`src/rtl/sync_fifo_ctrl.sv`:
```
// Single-clock parametrised FIFO with fill level, almost-full/empty and sticky error flags.
// Define SYNC_FIFO_FWFT_EN for first-word-fall-through read data; default is registered read.
module sync_fifo_ctrl #(
    parameter int unsigned DATA      = 8,
    parameter int unsigned DEPTH     = 16,
    parameter int unsigned AFULL_TH  = 14,
    parameter int unsigned AEMPTY_TH = 2
) (
    input  logic                       clk,
    input  logic                       rstn,
    input  logic                       winc,
    input  logic [DATA-1:0]            wdata,
    input  logic                       rinc,
    input  logic                       flush,
    input  logic                       clr_err,
    output logic [DATA-1:0]            rdata,
    output logic                       wfull,
    output logic                       rempty,
    output logic                       walmost_full,
    output logic                       ralmost_empty,
    output logic [$clog2(DEPTH):0]     level,
    output logic                       overflow,
    output logic                       underflow
);

    localparam int unsigned AW = $clog2(DEPTH);
    localparam int unsigned PW = AW + 1;
    localparam logic [PW-1:0] AFULL_LV  = PW'(AFULL_TH);
    localparam logic [PW-1:0] AEMPTY_LV = PW'(AEMPTY_TH);

    logic [DATA-1:0] mem [DEPTH];

    logic [PW-1:0]   wptr_q, wptr_d, rptr_q, rptr_d, level_q, level_d;
    logic            wfull_q, wfull_d, rempty_q, rempty_d;
    logic            wafull_q, wafull_d, raempty_q, raempty_d;
    logic            ovf_q, ovf_d, udf_q, udf_d;
    logic [DATA-1:0] rdata_q, rdata_d;
    logic            wr_acc, rd_acc;
    logic [AW-1:0]   waddr, raddr;

    assign waddr = wptr_q[AW-1:0];
    assign raddr = rptr_q[AW-1:0];

    always_comb begin
        // Flags are the registered pre-edge state, so no same-cycle bypass exists.
        wr_acc = winc && !wfull_q && !flush;
        rd_acc = rinc && !rempty_q && !flush;

        wptr_d = wptr_q + PW'(wr_acc);
        rptr_d = flush ? wptr_q : rptr_q + PW'(rd_acc);

        level_d   = wptr_d - rptr_d;
        wfull_d   = (wptr_d[AW-1:0] == rptr_d[AW-1:0]) && (wptr_d[AW] != rptr_d[AW]);
        rempty_d  = (wptr_d == rptr_d);
        wafull_d  = (level_d >= AFULL_LV);
        raempty_d = (level_d <= AEMPTY_LV);

        // Set wins over clear; flush suppresses setting.
        ovf_d = (winc && wfull_q && !flush) || (ovf_q && !clr_err);
        udf_d = (rinc && rempty_q && !flush) || (udf_q && !clr_err);

        rdata_d = rd_acc ? mem[raddr] : rdata_q;
    end

    always_ff @(posedge clk or negedge rstn) begin
        if (!rstn) begin
            wptr_q    <= '0;
            rptr_q    <= '0;
            level_q   <= '0;
            wfull_q   <= 1'b0;
            rempty_q  <= 1'b1;
            wafull_q  <= 1'b0;
            raempty_q <= 1'b1;
            ovf_q     <= 1'b0;
            udf_q     <= 1'b0;
            rdata_q   <= '0;
        end else begin
            wptr_q    <= wptr_d;
            rptr_q    <= rptr_d;
            level_q   <= level_d;
            wfull_q   <= wfull_d;
            rempty_q  <= rempty_d;
            wafull_q  <= wafull_d;
            raempty_q <= raempty_d;
            ovf_q     <= ovf_d;
            udf_q     <= udf_d;
            rdata_q   <= rdata_d;
        end
    end

    always_ff @(posedge clk) begin
        if (wr_acc) begin
            mem[waddr] <= wdata;
        end
    end

`ifdef SYNC_FIFO_FWFT_EN
    // Head word shown directly; when empty, hold the last popped word.
    assign rdata = rempty_q ? rdata_q : mem[raddr];
`else
    assign rdata = rdata_q;
`endif

    assign wfull         = wfull_q;
    assign rempty        = rempty_q;
    assign walmost_full  = wafull_q;
    assign ralmost_empty = raempty_q;
    assign level         = level_q;
    assign overflow      = ovf_q;
    assign underflow     = udf_q;

endmodule

```
`config.mk`:
```
export PLATFORM = sky130hd
export DESIGN_NAME = sync_fifo_ctrl
export DESIGN_NICKNAME = d
export VERILOG_FILES = /design/src/rtl/sync_fifo_ctrl.sv
export SDC_FILE = /design/constraint.sdc
export NUM_CORES = 1
export LEC_CHECK = 0
export BUFFER_PORTS_ARGS = -buffer_cell sky130_fd_sc_hd__buf_4
export CORE_MARGIN = 3
export CORE_UTILIZATION = 40
export DETAILED_ROUTE_END_ITERATION = 16
export GPL_TIMING_DRIVEN = 1
export PLACE_DENSITY = 0.56
export SETUP_SLACK_MARGIN = 0.05
export SKIP_LAST_GASP = 1
export SLEW_MARGIN = 20
export SYNTH_ARGS = -nofsm -noshare
export SYNTH_HDL_FRONTEND = slang
export SYNTH_SLANG_ARGS = --single-unit
```
`constraint.sdc`:
```
create_clock -name clk -period 4.21 [get_ports clk]
set_clock_uncertainty 0.15 [all_clocks]
set_input_delay 0.2105 -clock clk [delete_from_list [all_inputs] [get_ports clk]]
set_output_delay 0.2105 -clock clk [all_outputs]
set_load 0.005 [all_outputs]
```
* Word-level counts from Yosys, hierarchy flattened
Memories as Yosys holds them, arrays and structs flattened. A register that Yosys moved wholly into a read port is not among the register bits. Cells that the tools add are included.
Word-level totals: memories 1, input bits 14, register bits after elaboration 21, logic and storage cells 39, bits in writable memories 128
Memories:
- mem | depth 16, width 8, rd ports 1, clocked after memory_dff 1, write ports 1, line 31 | logic [DATA-1:0] mem [DEPTH];
Operators by class: $lt $le $gt $ge 2, reduce and logical (&&, ||, !) cells 18, muxes and demuxes 3, equality and inequality tests 3, $add $sub $neg 3
Operator list (number):
- $logic_and 1x1->1 | 11
- $add 5x1->5 | 2
- $eq 5x5->1 | 1
- $ge 5x4->1 const B | 1
- $le 5x2->1 const B | 1
- $logic_not 1->1 | 5
- $mux 5 | 1
- $sub 5x5->5 | 1
- $eq 4x4->1 | 1
- $logic_or 1x1->1 | 2
- $mux 1 | 2
- $ne 1x1->1 | 1

* Logic depth before layout (Yosys ltp)
depth after elaboration 7, gate-level depth with buffers 13, depth with buffers taken out 11

* Worst setup path after synthesis
OpenSTA, ideal clock, no wires.
path kind register -> register, from register rempty_q (netlist: rempty), to register wafull_q (netlist: walmost_full), arrival time 3.008 ns, stages on the path, launching flop included 13, slack 0.925 ns, clock period less this slack 3.285 ns, path through dfstp_2 nor3b_1 clkbuf_1 ha_1 ha_1 mux2_4 xnor2_1 ha_1 o21bai_4 maj3_1 a21oi_1 xnor2_1 a311o_1
On the way: longest elaborated chain between the ends 7
RTL lines:
- from (decl) | line 34 | logic wfull_q, wfull_d, rempty_q, rempty_d;
- from (signal assigned) | line 82 | rempty_q <= rempty_d;
- $logic_not 1->1 | line 47 | rd_acc = rinc && !rempty_q && !flush;
- $logic_and 1x1->1 (2 in a row) | line 47
- net rd_acc | line 38 | logic wr_acc, rd_acc;
- $add 5x1->5 | line 50 | rptr_d = flush ? wptr_q : rptr_q + PW'(rd_acc);
- $mux 5 | line 50
- net rptr_d[1] | line 33 | logic [PW-1:0] wptr_q, wptr_d, rptr_q, rptr_d, level_q, level_d;
- $sub 5x5->5 | line 52 | level_d = wptr_d - rptr_d;
- net level_d[4] | line 33
- $ge 5x4->1 | line 55 | wafull_d = (level_d >= AFULL_LV);
- net wafull_d | line 35 | logic wafull_q, wafull_d, raempty_q, raempty_d;
- to (signal assigned) | line 83 | wafull_q <= wafull_d;
- to (decl) | line 35
The timed path passes the listed nets, and every way through them passes these cells.

* Worst setup path in the final report
from input flush, to register wafull_q (netlist: walmost_full)
On the way: elaborated cells between the ends (all ways) 8, those cells by class add/sub (3); order compare (1); mux (1); reduce/logical (3)
RTL lines:
- from (decl) | line 14 | input logic flush,
- $logic_not 1->1 | line 46 | wr_acc = winc && !wfull_q && !flush;
- $logic_and 1x1->1 | line 46
- $add 5x1->5 | line 49 | wptr_d = wptr_q + PW'(wr_acc);
- net wptr_d[1] | line 33
- $sub 5x5->5 | line 52
- net level_d[4] | line 33
- $ge 5x4->1 | line 55
- net wafull_d | line 35
The timed path passes the listed nets, and every way through them passes these cells.

==> impl_metrics.json <==
{
  "regArea_um2": 4570,
  "synth_most_common_cell": "edfxtp_1",
  "cp.required_ns": 4.37,
  "drv_cap": 0,
  "finalMaxSlewViolations": 0,
  "cts_made_buffers": 17,
  "ir_drop_uv": 312,
  "cts_tree": "built",
  "synth_cells": 306,
  "final_layout_size_suffix_gt1_frac": 0.340,
  "wl_mm": 11.5,
  "setup_tns_ns": 0,
  "synth_edf_count": 128,
  "drtIter0Drc": 279,
  "ys_async_sr_fraction": 0.185,
  "cts_max_level": 4,
  "drc_errors": 0,
  "fillers": 1293,
  "cts_resized": 0,
  "clkSlewWorstSetupHoldPaths_ns": 0.06,
  "r2r-end": "walmost_full",
  "synth_fp_nets": 327,
  "cts_sinks": 157,
  "path_class": "in -> reg",
  "power_frac_clock": 0.300,
  "finish.instance_area_um2": 7500,
  "via_per_inst": 5.08,
  "ys_ff_latch": 157,
  "dpl.hpwl_mm": 7.91,
  "path_cells": "dlygate4sd3_1 -> buf_4 -> nor3b_1 -> ha_1 -> ha_1 -> xnor2_1 -> ha_1 -> o21bai_4 -> maj3_1 -> a21oi_1 -> xnor2_1 -> a311o_1",
  "yosys_warnings": 0,
  "synth.top_cell.area_share": 0.607,
  "p_leak_nw": 2.59,
  "ios": 33,
  "ys_seq_area_frac": 0.722,
  "hold_ws_ns": 0.0990,
  "grt_setup_unrepaired": "false",
  "coreArea_um2": 15400,
  "fin_nets": 384,
  "setup_viol_count_final": 0,
  "clock-root-buffer": "clkbuf_16",
  "period_minus_slack_ns": 3.45,
  "status": "finished clean",
  "vias": 2984,
  "start_util": 0.412,
  "dr.pass1.iters": 4,
  "die_area_um2": 17400,
  "rows": 45,
  "hp-class": "in -> async",
  "rr_startpoint": "wfull",
  "grt_pass1_wl_mm": 18.4,
  "max-clock-path-buffers": 2,
  "io_buffers": 32,
  "syn_area_per_cell_um2": 20.7,
  "dpl_cell_area_um2": 6770,
  "die_x_um": 132,
  "yosys-top-cells-area": "edfxtp_1 (61%), mux4_2 (14%), dfrtp_1 (11%)",
  "max_freq_mhz": 290,
  "cp.depth": 12,
  "cp.arrival_ns": 3.61,
  "p_int_mw": 3.65,
  "cpPeakStageDelay_ns": 0.57,
  "maxSlewHeadroom": 0.466,
  "power_frac_seq": 0.396,
  "gr-total-overflow": 0,
  "synthesis.area_um2": 6330,
  "grt_max_degree": 34,
  "ff2ff_path_depth": 10,
  "p_sw_frac": 0.294,
  "routedWlPerCell_um": 19.6,
  "min_period_over_period": 0.819,
  "critPathMaxFanout": 13,
  "rrSetupSlack_ns": 0.88,
  "crit_top_cell": "ha_1",
  "cp.buffers_inverters": 2,
  "hold_viol": 0,
  "antenna_found_initial": 0,
  "finalWeightedCongestion": 0.799,
  "worst_pin_slew_ns": 0.798,
  "post_cts_buffers": 0,
  "grt.total_usage": 0.142,
  "clkLatencyLatePin_ns": 0.42,
  "crit_family": "adder cells",
  "switchingPower_mw": 1.52,
  "worst_setup_path_end_kind": "register",
  "yosysTopAreaCell": "edfxtp_1",
  "synthDistinctLibCells": 41,
  "p_comb_frac": 0.305,
  "grt_pass1_vias": 3172,
  "powerDensity_nw_per_um2": 690,
  "diodes": 0,
  "startpoint_type": "input pin",
  "synthToLayoutAreaGrowth_pct": 18.4,
  "multi_input_area_um2": 1610,
  "route.antenna.remaining_nets": 0,
  "slowest_stage": "nor3b_1",
  "synth_flop_cell": "edfxtp_1",
  "ys_top_cells_by_count": "edfxtp_1 (128), mux4_2 (40), dfrtp_1 (27)",
  "holdBufCountCts": 13,
  "die_h_um": 132
}
through the flow:
step	worst slack [ns]	power (mW)	instances	util
floorplan	0.925	3.23	306	-
global placement	0.957	3.65	542	0.441
detailed placement	0.906	3.68	542	0.441
CTS	0.800	5.24	587	0.488
global route	0.636	5.45	587	0.488
finish	0.763	5.17	587	0.488
layout by cell type, fill, tap and decap left out, drive strengths merged, types with 4 or more instances in the layout:
master	count
buf	39
clkbuf	19
clkinv	5
dfrtp	27
dlygate4sd3	13
edfxtp	128
ha	7
inv	13
mux2	10
mux4	40
nand3	4
nand3b	4
nor2	14
nor3	4
xnor2	6
xor2	8
worst max-delay path by stage:
stage | startpoint | end | slack, ns
after floorplan | rempty | walmost_full | 0.93
after global placement | rempty | walmost_full | 0.96
after detailed placement | wfull | walmost_full | 0.91
after CTS | flush | walmost_full | 0.80
after global routing | flush | walmost_full | 0.64
final | flush | walmost_full | 0.76
power groups by stage:
stage | clock [mW] | combinational (mW) | sequential (mW)
2_1_floorplan | 0 | 1.24 | 2.00
3_3_place_gp | 0 | 1.57 | 2.08
3_5_place_dp | 0 | 1.60 | 2.08
4_1_cts | 1.57 | 1.61 | 2.05
5_1_grt | 1.64 | 1.72 | 2.08
6_report | 1.55 | 1.58 | 2.05
metal layers:
layer,GRT usage,vias to the layer above,wire (µm)
li1,-,1334,-
met2,0.220,77,5480
met5,0,-,0
met4,0.0560,0,192
met3,0.0370,15,573
met1,0.194,1558,5230
area by class of cell:
| type | count | share of cell area |
|---|---|---|
| sequential | 157 | 0.610 |
| multi-input combinational | 126 | 0.215 |
| clock buffer | 19 | 0.0577 |
| timing repair buffer | 52 | 0.0564 |
| tap | 211 | 0.0352 |
| clock inverter | 13 | 0.0217 |
| inverter | 9 | 0.00450 |
state kept, by name (all words and copies together) (netlist names), 5 cells and up:
signal  count
rptr_q      5
rdata       8
mem       128
level       5
wptr_q      5
kinds of logic after synthesis:
kind of cell	share of synthesized area
DFF	0.722
muxes	0.165
AOI/OAI and AO/OA	0.0115
buffers and inverters	0.0239
adders and majority gates	0.0170
xor gates and xnor gates	0.0241
and+or+nand+nor	0.0364
worst reg2reg max path: stages (launching register included):
cell	delay, ns
dfrtp_1	0.39
nor3b_1	0.58
ha_1	0.29
ha_1	0.29
xnor2_1	0.17
ha_1	0.20
o21bai_4	0.17
maj3_1	0.33
a21oi_1	0.18
xnor2_1	0.13
a311o_1	0.34
No activity file was read; power rests on OpenSTA's default activity.
